[src/rtl/call_pkg.sv]
// ---------------------------------------------------------------------------
// call_pkg
//
// Shared definitions for the CALL micro-op path (call_fsm -> call_exec_unit).
//   - 16-bit micro-op codes issued by the call FSM.
//   - Sequencing state enum, shared by the FSM and the execution unit.
//
// Configuration macro used by the units that import this package:
//   CALL_EXEC_OVF_EN  - enables the stack-overflow guard and stack_ovf port.
// ---------------------------------------------------------------------------
package call_pkg;

  localparam int unsigned UOP_W = 16;

  // Micro-op codes. Code 1 doubles as the FSM's idle code, which is why
  // uop_valid, not the code itself, decides whether anything happens.
  localparam logic [UOP_W-1:0] PUSH_PC_LOW  = 16'd1;
  localparam logic [UOP_W-1:0] PUSH_PC_HIGH = 16'd2;
  localparam logic [UOP_W-1:0] MOV_PC_LOW   = 16'd3;
  localparam logic [UOP_W-1:0] MOV_PC_HIGH  = 16'd4;

  // Each state names the last micro-op that completed legally.
  typedef enum logic [1:0] {
    IDLE    = 2'd0,
    PL_DONE = 2'd1,
    PH_DONE = 2'd2,
    ML_DONE = 2'd3
  } call_state_e;

endpackage : call_pkg

[src/rtl/call_sp_reg.sv]
// ---------------------------------------------------------------------------
// call_sp_reg
//
// Stack-pointer register for the CALL execution unit. Post-decrements on
// every accepted push; the caller writes at the pre-decrement value.
//
// Configuration: CALL_EXEC_OVF_EN
//   defined   - a push attempted at sp == 0 is refused: sp holds at 0,
//               push_ok drops so the caller suppresses its write, and the
//               sticky stack_ovf flag is set until reset.
//   undefined - sp wraps modulo 2**ADDR_W; push_ok is always 1 and the
//               stack_ovf port does not exist.
//
// Ports:
//   clk       in   rising-edge clock
//   reset     in   asynchronous active-low reset
//   push      in   a push is being accepted this cycle
//   sp        out  current stack pointer (registered)
//   push_ok   out  combinational: the push may write and decrement
//   stack_ovf out  sticky overflow flag (CALL_EXEC_OVF_EN only)
// ---------------------------------------------------------------------------
module call_sp_reg #(
  parameter int unsigned ADDR_W   = 11,
  parameter int unsigned SP_RESET = 2**ADDR_W - 1
) (
  input  logic              clk,
  input  logic              reset,
  input  logic              push,
  output logic [ADDR_W-1:0] sp,
  output logic              push_ok
`ifdef CALL_EXEC_OVF_EN
  ,
  output logic              stack_ovf
`endif
);

`ifdef CALL_EXEC_OVF_EN
  assign push_ok = (sp != '0);
`else
  assign push_ok = 1'b1;
`endif

  // NOTE: sequential state uses non-blocking (<=) so every flop samples the
  // pre-edge values of its inputs regardless of block evaluation order.
  always_ff @(posedge clk or negedge reset) begin
    if (!reset) begin
      sp <= ADDR_W'(SP_RESET);
    end else if (push && push_ok) begin
      // Wraps 0 -> all-ones naturally when the guard is compiled out.
      sp <= sp - ADDR_W'(1);
    end
  end

`ifdef CALL_EXEC_OVF_EN
  always_ff @(posedge clk or negedge reset) begin
    if (!reset) begin
      stack_ovf <= 1'b0;
    end else if (push && !push_ok) begin
      stack_ovf <= 1'b1;
    end
  end
`endif

endmodule : call_sp_reg

[src/rtl/call_exec_unit.sv]
// ---------------------------------------------------------------------------
// call_exec_unit
//
// Executes the CALL micro-op sequence from call_fsm:
//   PUSH_PC_LOW -> PUSH_PC_HIGH -> MOV_PC_LOW -> MOV_PC_HIGH
// pushing the two return-PC halves on the data-memory stack, assembling the
// target PC from the two MOV halves and issuing one pc_load pulse. Any
// out-of-order or unknown code pulses seq_err and returns to IDLE; a
// PUSH_PC_LOW always (re)starts a sequence.
//
// All outputs are registered and appear one cycle after the accepting edge.
//
// Configuration: CALL_EXEC_OVF_EN (see call_sp_reg) adds the stack_ovf port.
//
// Ports:
//   clk        in   rising-edge clock
//   reset      in   asynchronous active-low reset
//   uop        in   micro-op code (call_pkg codes)
//   uop_valid  in   uop is accepted only when 1
//   ret_pc     in   return address to push
//   target     in   call target to load into the PC
//   mem_we     out  stack write strobe, one cycle per push
//   mem_addr   out  stack write address (pre-decrement sp)
//   mem_wdata  out  stack write data
//   sp         out  current stack pointer
//   pc_load    out  one-cycle pulse, fetch loads pc_next
//   pc_next    out  assembled target PC
//   busy       out  high from an accepted PUSH_PC_LOW until pc_load
//   seq_err    out  one-cycle pulse on an illegal micro-op
//   stack_ovf  out  sticky overflow flag (CALL_EXEC_OVF_EN only)
// ---------------------------------------------------------------------------
module call_exec_unit
  import call_pkg::*;
#(
  parameter int unsigned ADDR_W   = 11,
  parameter int unsigned SP_RESET = 2**ADDR_W - 1
) (
  input  logic              clk,
  input  logic              reset,
  input  logic [15:0]       uop,
  input  logic              uop_valid,
  input  logic [31:0]       ret_pc,
  input  logic [31:0]       target,
  output logic              mem_we,
  output logic [ADDR_W-1:0] mem_addr,
  output logic [15:0]       mem_wdata,
  output logic [ADDR_W-1:0] sp,
  output logic              pc_load,
  output logic [31:0]       pc_next,
  output logic              busy,
  output logic              seq_err
`ifdef CALL_EXEC_OVF_EN
  ,
  output logic              stack_ovf
`endif
);

  call_state_e state, state_nxt;

  logic        push_lo, push_hi, mov_lo, mov_hi, err;
  logic        push, push_ok;
  // Only the upper half is needed later; the lower half is written at once.
  logic [15:0] ret_hi;

  // -------------------------------------------------------------------------
  // Micro-op decode / next state
  // -------------------------------------------------------------------------
  // NOTE: every signal driven here gets a default first, so no path through
  // the case leaves one unassigned and infers a latch.
  always_comb begin
    state_nxt = state;
    push_lo   = 1'b0;
    push_hi   = 1'b0;
    mov_lo    = 1'b0;
    mov_hi    = 1'b0;
    err       = 1'b0;

    if (uop_valid) begin
      case (uop)
        PUSH_PC_LOW: begin
          // Legal from anywhere; mid-sequence it still flags the aborted
          // sequence but starts the new one cleanly.
          push_lo   = 1'b1;
          err       = (state != IDLE);
          state_nxt = PL_DONE;
        end
        PUSH_PC_HIGH: begin
          if (state == PL_DONE) begin
            push_hi   = 1'b1;
            state_nxt = PH_DONE;
          end else begin
            err       = 1'b1;
            state_nxt = IDLE;
          end
        end
        MOV_PC_LOW: begin
          if (state == PH_DONE) begin
            mov_lo    = 1'b1;
            state_nxt = ML_DONE;
          end else begin
            err       = 1'b1;
            state_nxt = IDLE;
          end
        end
        MOV_PC_HIGH: begin
          if (state == ML_DONE) begin
            mov_hi    = 1'b1;
            state_nxt = IDLE;
          end else begin
            err       = 1'b1;
            state_nxt = IDLE;
          end
        end
        default: begin
          err       = 1'b1;
          state_nxt = IDLE;
        end
      endcase
    end
  end

  assign push = push_lo | push_hi;

  // -------------------------------------------------------------------------
  // Stack pointer
  // -------------------------------------------------------------------------
  call_sp_reg #(
    .ADDR_W   (ADDR_W),
    .SP_RESET (SP_RESET)
  ) u_sp_reg (
    .clk       (clk),
    .reset     (reset),
    .push      (push),
    .sp        (sp),
    .push_ok   (push_ok)
`ifdef CALL_EXEC_OVF_EN
    ,
    .stack_ovf (stack_ovf)
`endif
  );

  // -------------------------------------------------------------------------
  // State and registered outputs
  // -------------------------------------------------------------------------
  always_ff @(posedge clk or negedge reset) begin
    if (!reset) begin
      state     <= IDLE;
      ret_hi    <= '0;
      mem_we    <= 1'b0;
      mem_addr  <= '0;
      mem_wdata <= '0;
      pc_load   <= 1'b0;
      pc_next   <= '0;
      busy      <= 1'b0;
      seq_err   <= 1'b0;
    end else begin
      state   <= state_nxt;
      busy    <= (state_nxt != IDLE);
      seq_err <= err;
      pc_load <= mov_hi;
      mem_we  <= push && push_ok;

      if (push) begin
        // Address is the pre-decrement sp; call_sp_reg decrements on the
        // same edge, so both show up together.
        mem_addr  <= sp;
        mem_wdata <= push_lo ? ret_pc[15:0] : ret_hi;
      end

      if (push_lo) begin
        ret_hi <= ret_pc[31:16];
      end

      // Halves are written independently so an aborted sequence leaves
      // whatever was already assembled.
      if (mov_lo) begin
        pc_next[15:0] <= target[15:0];
      end
      if (mov_hi) begin
        pc_next[31:16] <= target[31:16];
      end
    end
  end

endmodule : call_exec_unit
[config.mk]
export PLATFORM = sky130hd
export DESIGN_NAME = call_exec_unit
export DESIGN_NICKNAME = d
export VERILOG_FILES = /design/src/rtl/call_pkg.sv /design/src/rtl/call_sp_reg.sv /design/src/rtl/call_exec_unit.sv
export SDC_FILE = /design/constraint.sdc
export NUM_CORES = 1
export LEC_CHECK = 0
export ABC_CLOCK_PERIOD_IN_PS = 4150
export CAP_MARGIN = 20
export CORE_UTILIZATION = 47
export DETAILED_ROUTE_END_ITERATION = 7
export HOLD_SLACK_MARGIN = 0.02
export PLACE_DENSITY = 0.83
export SYNTH_ARGS = -nofsm -noshare
export SYNTH_HDL_FRONTEND = slang
export SYNTH_SLANG_ARGS = --single-unit
[constraint.sdc]
create_clock -name clk -period 4.15 [get_ports clk]
set_clock_uncertainty 0.05 [all_clocks]
set_input_delay 0.83 -clock clk [delete_from_list [all_inputs] [get_ports clk]]
set_output_delay 0.83 -clock clk [all_outputs]
set_load 0.05 [all_outputs]
==> reports/summary.txt, run 1 <==
Top cell type's share of synthesized area - 0.505
Crit path capture type - register
TritonCTS Buffers - 9
IO Port Bufs - 156
Post-synthesis cell type count - 39
Mapped Area - 4010 sq um
DRT iter0 DRCs - 100
Vias in the first global route - 3181
Buf/Inv on CP - 1
Pwr/cell area - 278 nW/um^2
Metal3 WL - 468 um
Post-synth EDFFs - 0
Routed len/inst - 17.8 um
Reg-to-reg slack, setup - 1.88 ns
Clock latency on the worst-skew pair - 0.35 ns
Post-Layout Cell Count - 557
Slowest stage delay, CP - 0.78 ns
Fmax - 0.336 GHz
Worst-Margin Slew - 0.978 ns
Crit Reg-Reg Endpoint - u_sp_reg.sp[5]
# H-tree levels - 3
# Post-CTS Setup Buffers - 0
Crit path max-delay family - simple AND/OR/NAND/NOR gates
FF-to-FF path depth - 5
Drt first pass iters - 4
Top cells by area, synth - dfrtp_1 (50%), mux2_2 (14%), dfstp_2 (7.2%)
Hold path start - u_sp_reg.sp[10]
Final setup viols - 0
Final TNS setup - 0 ns
Uppermost layer routed - met4
Min Hold Slack - 0.453 ns
Die area - 8910 sq um
Peak supply drop - 0.200 mV
Top_reg_cell synth - dfrtp_1
Proportion of layout cells with a drive suffix above 1 - 0.219
Crit share post-route - 0.717
CP required - 4.33 ns
IO Pins - 157
Total power - 1.63 mW
Leak pwr - 2.56 nW
Clock Path Buffers - 2
Worst Path Arrival - 3.15 ns
DR WL met2 - 5150 um
YS warnings - 0
Final net count - 531
Sequential area share after synthesis - 0.577
First-pass GRT wire length - 15800 um
Reg clk slew, reported paths - 0.09 ns
Tmin final - 2.98 ns
Critical Path Stages - 5
Drt total wl - 9920 um
CP max-delay cell - or3_1
Detail Route Antenna Nets - 0
Post-DP HPWL - 7170 um
Status - complete, no violations
CTS Sinks - 92
Initial Util - 0.486
Placed cells - 541
Setup slack after placement - 0.824 ns
Post-synthesis cell count - 293
Fraction of registers with async set/reset - 1.00
Placed cell area - 5660 sq um
RSZ-0062 raised after global routing - no
Min setup slack post-route - 1.17 ns
Largest area contributor in the netlist - dfrtp_1
Post-CTS Resized - 0
CTS tree - built
Max Cap Violations - 0
Cell depth of the worst hold path - 1
Final Hold Viols - 0
Die X - 94.4 um
Worst Path Max Fanout - 17
Initial antenna violation count - 0
Drt via density - 5.62
CTS root buf - clkbuf_8
Final Util - 0.709
Final instance area - 5860 sq um
Worst Hold Class - reg -> reg
Hold Path End - u_sp_reg.sp[10]
Critical path class - in -> reg
Crit path cell chain - clkdlybuf4s50_1 -> nor3_1 -> nand4_2 -> or3_1 -> mux2_4
Syn avg cell area - 13.7 sq um
M1 wire length - 4120 um
Number of synthesized register bits - 92
Layout area overhead - 45.9%
Die height - 94.4 um
Relative slew slack - 0.347
Largest net degree at the start of global routing - 73
Via count - 3131
Most common cell in the netlist - dfrtp_1
Congestion Overflow GR - 0
Hold buffers post-CTS - 0
Global router's overall resource usage - 0.235
Reg2reg start - state[1]
Synth cell count leaders - dfrtp_1 (81), mux2_2 (50), o21ai_0 (18)
Slew Limit Fails - 0
Ant. Diodes - 0
Row count - 33
Residual DRC - 0
Startpoint Class - primary input
Core Box Area - 8260 sq um
GPL Wtd Cong - 0.790
Syn_nets - 377
per-layer routing:
layer  vias to the layer above  GRT usage
met4                         0     0.0897
li1                       1414          -
met3                        15     0.0346
met2                       109      0.405
met5                         -          0
met1                      1593      0.299
sequential cells by signal, indices dropped and copies added, names as in the netlist, 2 cells and up:
name / cells
mem_addr: 11
mem_wdata: 16
pc_next: 32
ret_hi: 16
state: 2
u_sp_reg.sp: 11
cells in the final DEF (no fill, tap or decap), types with 3 or more instances in the layout:
master / netlist / final
nor4_4: 3 / 3
nand2b_1: 3 / 3
clkinvlp_4: 0 / 3
a21oi_1: 3 / 3
nor2_1: 7 / 7
nor4_1: 3 / 3
clkdlybuf4s50_1: 0 / 155
nor3_1: 4 / 4
nand4_1: 8 / 8
o21ai_0: 18 / 18
inv_1: 6 / 6
buf_4: 0 / 7
mux2_2: 50 / 50
a2bb2oi_1: 16 / 16
mux2_4: 9 / 9
clkbuf_8: 0 / 10
dfstp_2: 11 / 11
xnor2_1: 11 / 11
dfrtp_1: 81 / 81
a32oi_1: 16 / 16
nand3_1: 4 / 4
worst max path at each step:
stage,start,slack (ns),endpoint
2_1_floorplan,uop[8],1.63,pc_next[0]
3_3_place_gp,uop[3],0.94,pc_next[28]
3_5_place_dp,uop[8],0.82,pc_next[23]
4_1_cts,uop[8],1.19,pc_next[23]
5_1_grt,uop_valid,1.08,mem_wdata[4]
6_report,uop[8],1.17,pc_next[23]
report_power, final:
group	switching [mW]	total [mW]	internal [mW]	leakage (nW)
sequential	0.000304	0.897	0.897	1.24
combinational	0.0455	0.123	0.0778	1.23
clock	0.312	0.608	0.296	0.0918
total	0.358	1.63	1.27	2.56
kinds of logic after synthesis:
group	synth area share
flip-flops	0.577
multiplexers	0.176
adder cells (fa/ha/maj)	0.00312
XOR/XNOR	0.0240
AO/OA/AOI/OAI	0.106
buffers and inverters	0.0327
AND/OR/NAND/NOR	0.0807
area by class of cell:
class	count	area, sq um
sequential	92	2320
inverter	6	22.5
clock inverter	5	61.3
tap	105	131
clock buffer	11	141
fill	605	2400
timing repair buffer	162	1600
multi-input combinational	176	1580
worst register-to-register path, stage by stage, from the launching register on:
cell	delay, ns
dfrtp_1	0.48
nand4bb_1	0.53
buf_4	0.34
o21ai_1	0.36
nand4b_1	0.23
xnor2_1	0.21
Power figures use the tool's default switching activity.
==> run 2: changes to the inputs <==
--- a/config.mk
+++ b/config.mk
@@ -5,12 +5,12 @@
 export SDC_FILE = /design/constraint.sdc
 export NUM_CORES = 1
 export LEC_CHECK = 0
-export ABC_CLOCK_PERIOD_IN_PS = 4150
+export ABC_CLOCK_PERIOD_IN_PS = 3000
 export CAP_MARGIN = 20
-export CORE_UTILIZATION = 47
+export CORE_UTILIZATION = 44
 export DETAILED_ROUTE_END_ITERATION = 7
 export HOLD_SLACK_MARGIN = 0.02
-export PLACE_DENSITY = 0.83
+export PLACE_DENSITY = 0.79
 export SYNTH_ARGS = -nofsm -noshare
 export SYNTH_HDL_FRONTEND = slang
 export SYNTH_SLANG_ARGS = --single-unit
==> constraint.sdc (replaced) <==
create_clock -name clk -period 3 [get_ports clk]
set_clock_uncertainty 0.05 [all_clocks]
set_input_delay 0.6 -clock clk [delete_from_list [all_inputs] [get_ports clk]]
set_output_delay 0.6 -clock clk [all_outputs]
set_load 0.05 [all_outputs]
==> reports/summary.txt, run 2 (synthesis gave the netlist of run 1 again) <==
Final Hold Viols - 0 (unchanged)
IO Pins - 157 (unchanged)
Tmin final - 2.46 ns
Buf/Inv on CP - 1 (unchanged)
# H-tree levels - 3 (unchanged)
Hold buffers post-CTS - 0 (unchanged)
Most common cell after layout, fill and taps aside - clkdlybuf4s50_1
Via count - 3033 (-3.1%)
Residual DRC - 0 (unchanged)
TritonCTS Buffers - 9 (unchanged)
Slowest stage delay, CP - 0.65 ns (-0.13 ns)
Slew Limit Fails - 0 (unchanged)
Fmax - 0.406 GHz
CP max-delay cell - and4_2
Leak pwr - 2.61 nW (+1.7%)
Final instance area - 5940 sq um (+1.4%)
Placed cell area - 5710 sq um (+1.0%)
CTS root buf - clkbuf_8
Largest net degree at the start of global routing - 48 (-34%)
DRT iter0 DRCs - 123 (+23%)
Routed len/inst - 17.0 um (-4.6%)
Multi-input gate area - 1580 sq um (unchanged)
Final Util - 0.678 (-0.0315)
Drt first pass iters - 4 (unchanged)
Ant. Diodes - 0 (unchanged)
Global router's overall resource usage - 0.207 (-0.0284)
Core Box Area - 8760 sq um (+6.1%)
Worst Path Arrival - 2.68 ns (-0.47 ns)
Final net count - 535 (+0.75%)
Highest-count cells in the layout ignoring fill and taps - clkdlybuf4s50_1 (155), dfrtp_1 (81), mux2_2 (50), o21ai_0 (18)
Crit path cell chain - clkdlybuf4s50_1 -> nor4b_1 -> and4_2 -> a32oi_1 -> a2bb2oi_1
Relative slew slack - 0.581 (+0.234)
Row count - 34 (+3.0%)
Reg clk slew, reported paths - 0.09 ns (about the same)
Proportion of layout cells with a drive suffix above 1 - 0.226 (+0.00685)
CP required - 3.22 ns (-1.11 ns)
Crit share post-route - 0.820
Die X - 97.5 um (+3.3%)
GPL Wtd Cong - 0.814 (+3.0%)
FF/Latch Area - 2320 sq um (unchanged)
Pwr/cell area - 393 nW/um^2 (+42%)
Max reg flops - 32 (unchanged)
CTS tree - built
Max Cap Violations - 0 (unchanged)
Final TNS setup - 0 ns (unchanged)
Die height - 97.5 um (+3.3%)
Clock Path Buffers - 2 (unchanged)
Worst Path Max Fanout - 25 (+8)
Worst-Margin Slew - 0.624 ns (-0.354 ns)
Post-CTS Resized - 0 (unchanged)
Largest register by flop count - pc_next
Detail Route Antenna Nets - 0 (unchanged)
Congestion Overflow GR - 0 (unchanged)
Post-Layout Cell Count - 564 (+1.3%)
First-pass GRT wire length - 15700 um (-0.66%)
Status - complete, no violations
Initial antenna violation count - 0 (unchanged)
Layout area overhead - 48.0%
Drt total wl - 9580 um (-3.4%)
Final setup viols - 0 (unchanged)
Die area - 9510 sq um (+6.7%)
# fillers - 635 (+5.0%)
Drt via density - 5.38 (-4.3%)
Peak supply drop - 0.260 mV (+30%)
Post-DP HPWL - 6880 um (-4.1%)
CTS Sinks - 92 (unchanged)
Crit path capture type - register
# Post-CTS Setup Buffers - 0 (unchanged)
Top Registers - pc_next: 32 flops, mem_wdata: 16 flops, ret_hi: 16 flops
Initial Util - 0.458 (-0.0280)
Placed cells - 548 (+1.3%)
Startpoint Class - primary input
Crit path max-delay family - simple AND/OR/NAND/NOR gates
RSZ-0062 raised after global routing - no
Vias in the first global route - 3123 (-1.8%)
Worst Hold Class - in -> async
Clock latency on the worst-skew pair - 0.35 ns (about the same)
IO Port Bufs - 156 (unchanged)
Critical path class - in -> reg
run 2: report_power, final:
group / internal (mW) / switching [mW]
clock network: 0.497 / 0.427
logic: 0.109 / 0.0626
registers: 1.24 / 0.000303
total: 1.85 / 0.490
run 2: per-layer routing:
metal	global-route usage	vias to the layer above	share of wire
met1	0.281	1477	0.44
met3	0.0439	14	0.055
li1	-	1422	-
met2	0.331	120	0.49
met5	0	-	0
met4	0.0667	0	0.015
run 2: stage by stage:
step	hold slack, ns	total power, mW	setup WS, ns
floorplan	0.254	1.29	0.705
global placement	0.437	1.44	0.248
detailed placement	0.439	1.44	0.211
CTS	0.217	2.37	0.557
global route	0.230	2.43	0.381
finish	0.203	2.34	0.539
run 2: final timing paths:
| check | start | to | slack, ns | depth (start not counted) |
|---|---|---|---|---|
| hold reg to reg | u_sp_reg.sp[10] | u_sp_reg.sp[10] | 0.45 | 1 |
| max in group asynchronous | reset | u_sp_reg.sp[1] | 1.97 | 2 |
| hold / removal | reset | mem_addr[5] | 0.20 | 1 |
| setup / recovery | uop_valid | mem_wdata[2] | 0.54 | 5 |
| min in group clk | u_sp_reg.sp[10] | u_sp_reg.sp[10] | 0.45 | 1 |
| setup reg to reg | state[1] | u_sp_reg.sp[8] | 1.16 | 5 |
run 2: cell type report:
class                   count  share of cell area
well taps                 108              0.0227
repair buffers            166               0.279
flip-flops and latches     92               0.390
inverters                   6             0.00379
multi-input cells         176               0.266
clock buffers              11              0.0238
clock inverters             5              0.0143
==> run 3: changes to the inputs <==
--- a/config.mk
+++ b/config.mk
@@ -5,12 +5,12 @@
 export SDC_FILE = /design/constraint.sdc
 export NUM_CORES = 1
 export LEC_CHECK = 0
-export ABC_CLOCK_PERIOD_IN_PS = 3000
+export ABC_CLOCK_PERIOD_IN_PS = 2100
 export CAP_MARGIN = 20
-export CORE_UTILIZATION = 44
+export CORE_UTILIZATION = 39
 export DETAILED_ROUTE_END_ITERATION = 7
 export HOLD_SLACK_MARGIN = 0.02
-export PLACE_DENSITY = 0.79
+export PLACE_DENSITY = 0.74
 export SYNTH_ARGS = -nofsm -noshare
 export SYNTH_HDL_FRONTEND = slang
 export SYNTH_SLANG_ARGS = --single-unit
==> constraint.sdc (replaced) <==
create_clock -name clk -period 2.1 [get_ports clk]
set_clock_uncertainty 0.05 [all_clocks]
set_input_delay 0.42 -clock clk [delete_from_list [all_inputs] [get_ports clk]]
set_output_delay 0.42 -clock clk [all_outputs]
set_load 0.05 [all_outputs]
==> reports/summary.txt, run 3 (synthesis gave the netlist of run 1 again) <==
Crit Reg-Reg Endpoint - mem_addr[2]
Layout area overhead - 56.5%
Core Box Area - 9860 sq um (+13%)
Worst Hold Class - reg -> reg
Post-DP HPWL - 7190 um (+4.5%)
Worst Path Max Fanout - 8 (-68%)
Reg clk slew, reported paths - 0.09 ns (about the same)
CP required - 2.28 ns (-0.94 ns)
Worst-Margin Slew - 0.585 ns (-0.0386 ns)
CTS tree - built
Final TNS setup - 0 ns (unchanged)
Die height - 103 um (+6.1%)
IO Port Bufs - 156 (unchanged)
CTS Sinks - 92 (unchanged)
Max Cap Violations - 0 (unchanged)
FF-to-FF path depth - 5 (unchanged)
Slew Limit Fails - 0 (unchanged)
Most frequent cell on the critical path - buf_4
# fillers - 759 (+20%)
Fmax - 0.485 GHz
Max reg flops - 32 (unchanged)
Initial antenna violation count - 0 (unchanged)
Clock latency on the worst-skew pair - 0.34 ns (about the same)
Crit share post-route - 0.981
Slowest stage delay, CP - 0.45 ns (-0.20 ns)
Post-Layout Cell Count - 619 (+9.8%)
Vias in the first global route - 3287 (+5.3%)
FF/Latch Area - 2320 sq um (unchanged)
Die area - 10700 sq um (+13%)
Highest-count cells in the layout ignoring fill and taps - clkdlybuf4s50_1 (133), dfrtp_1 (81), mux2_2 (50), buf_4 (43), o21ai_0 (18)
Final Hold Viols - 0 (unchanged)
Status - complete, no violations
Pwr/cell area - 534 nW/um^2 (+36%)
GPL Wtd Cong - 0.826 (+1.5%)
Worst Path Arrival - 2.24 ns (-0.44 ns)
Final net count - 565 (+5.6%)
Reg2reg start - state[1]
Hold path start - u_sp_reg.sp[10]
CTS root buf - clkbuf_8
Row count - 36 (+5.9%)
Final Util - 0.637 (-0.0409)
Largest net degree at the start of global routing - 40 (-17%)
Placed cells - 595 (+8.6%)
Proportion of layout cells with a drive suffix above 1 - 0.300 (+0.0745)
Setup slack after placement - -0.409 ns (-0.621 ns)
Startpoint Class - primary input
Crit path cell chain - clkdlybuf4s50_1 -> nor2_2 -> nand4_2 -> buf_4 -> nor4_4 -> buf_4 -> clkbuf_16 -> mux2_2
# H-tree levels - 3 (unchanged)
Via count - 3185 (+5.0%)
Multi-input gate area - 1600 sq um (+1.2%)
CP max-delay cell - clkdlybuf4s50_1
Congestion Overflow GR - 0 (unchanged)
Cell depth of the worst hold path - 1
Initial Util - 0.407 (-0.0511)
Hold Path End - u_sp_reg.sp[10]
Drt total wl - 10200 um (+6.5%)
Reg-to-reg slack, setup - 0.36 ns (-0.80 ns)
DRT iter0 DRCs - 111 (-9.8%)
Routed len/inst - 16.5 um (-2.9%)
Crit path max-delay family - buffers and inverters
First-pass GRT wire length - 15600 um (-0.65%)
Drt first pass iters - 5 (+1)
Most common cell after layout, fill and taps aside - clkdlybuf4s50_1
Drt via density - 5.15 (-4.3%)
Die X - 103 um (+6.1%)
Residual DRC - 0 (unchanged)
Min setup slack post-route - 0.0394 ns (-0.499 ns)
Relative slew slack - 0.606 (+0.0249)
Final setup viols - 0 (unchanged)
Clock Path Buffers - 2 (unchanged)
Peak supply drop - 0.367 mV (+41%)
Buf/Inv on CP - 4 (+3)
Largest register by flop count - pc_next
Global router's overall resource usage - 0.191 (-0.0157)
IO Pins - 157 (unchanged)
TritonCTS Buffers - 9 (unchanged)
Top Registers - pc_next: 32 flops, mem_wdata: 16 flops, ret_hi: 16 flops
Detail Route Antenna Nets - 0 (unchanged)
Crit path capture type - register
Critical path class - in -> reg
Tmin final - 2.06 ns
Leak pwr - 2.90 nW (+11%)
Ant. Diodes - 0 (unchanged)
[run 3: what timing repair did]
action | in CTS | in global routing
endpoints found under the setup margin | 13 | 36
endpoints found under the hold margin | 24 | 0
gates cloned | 0 | 1
hold buffers | 1 | 0
pin swaps | 2 | 5
gates resized for setup | 1 | 15
buffers inserted | 1 | 5
[run 3: power by group]
| group | leakage [nW] | switching (mW) | internal (mW) |
|---|---|---|---|
| registers | 1.24 | 0.000387 | 1.77 |
| logic | 1.55 | 0.0970 | 0.170 |
| clock network | 0.103 | 0.611 | 0.705 |
[run 3: metal layers]
| metal | track usage | routed length, um | vias up |
|---|---|---|---|
| met5 | 0 | 0 | - |
| met4 | 0.0618 | 110 | 0 |
| met3 | 0.0356 | 583 | 12 |
| met2 | 0.339 | 5190 | 112 |
| met1 | 0.234 | 4320 | 1592 |
| li1 | - | - | 1469 |
[run 3: per-stage QoR]
stage	hold slack, ns	instance area, sq um	total power [mW]
finish	0.457	6280	3.36
global route	0.472	6280	3.47
CTS	0.459	6180	3.40
detailed placement	0.386	5930	2.07
global placement	0.377	5930	2.07
floorplan	0.0744	4010	1.84
[run 3: how the worst max path moves through the flow]
stage                  from          end  slack [ns]  cells after the start
global route         uop[6]   pc_next[0]       -0.02                      8
finish               uop[6]   pc_next[8]        0.04                      8
detailed placement  uop[13]  pc_next[24]       -0.41                      6
global placement    uop[13]  pc_next[25]       -0.38                      6
floorplan            uop[8]  pc_next[22]        0.05                      6
CTS                  uop[2]  mem_addr[2]        0.02                      7
[run 3: final cells by class]
type / instances / area share
Clock buffer: 12 / 0.0231
Tap cell: 133 / 0.0265
Sequential cell: 92 / 0.369
Multi-Input combinational cell: 176 / 0.255
Timing Repair Buffer: 196 / 0.312
Inverter: 6 / 0.00358
Clock inverter: 4 / 0.0119
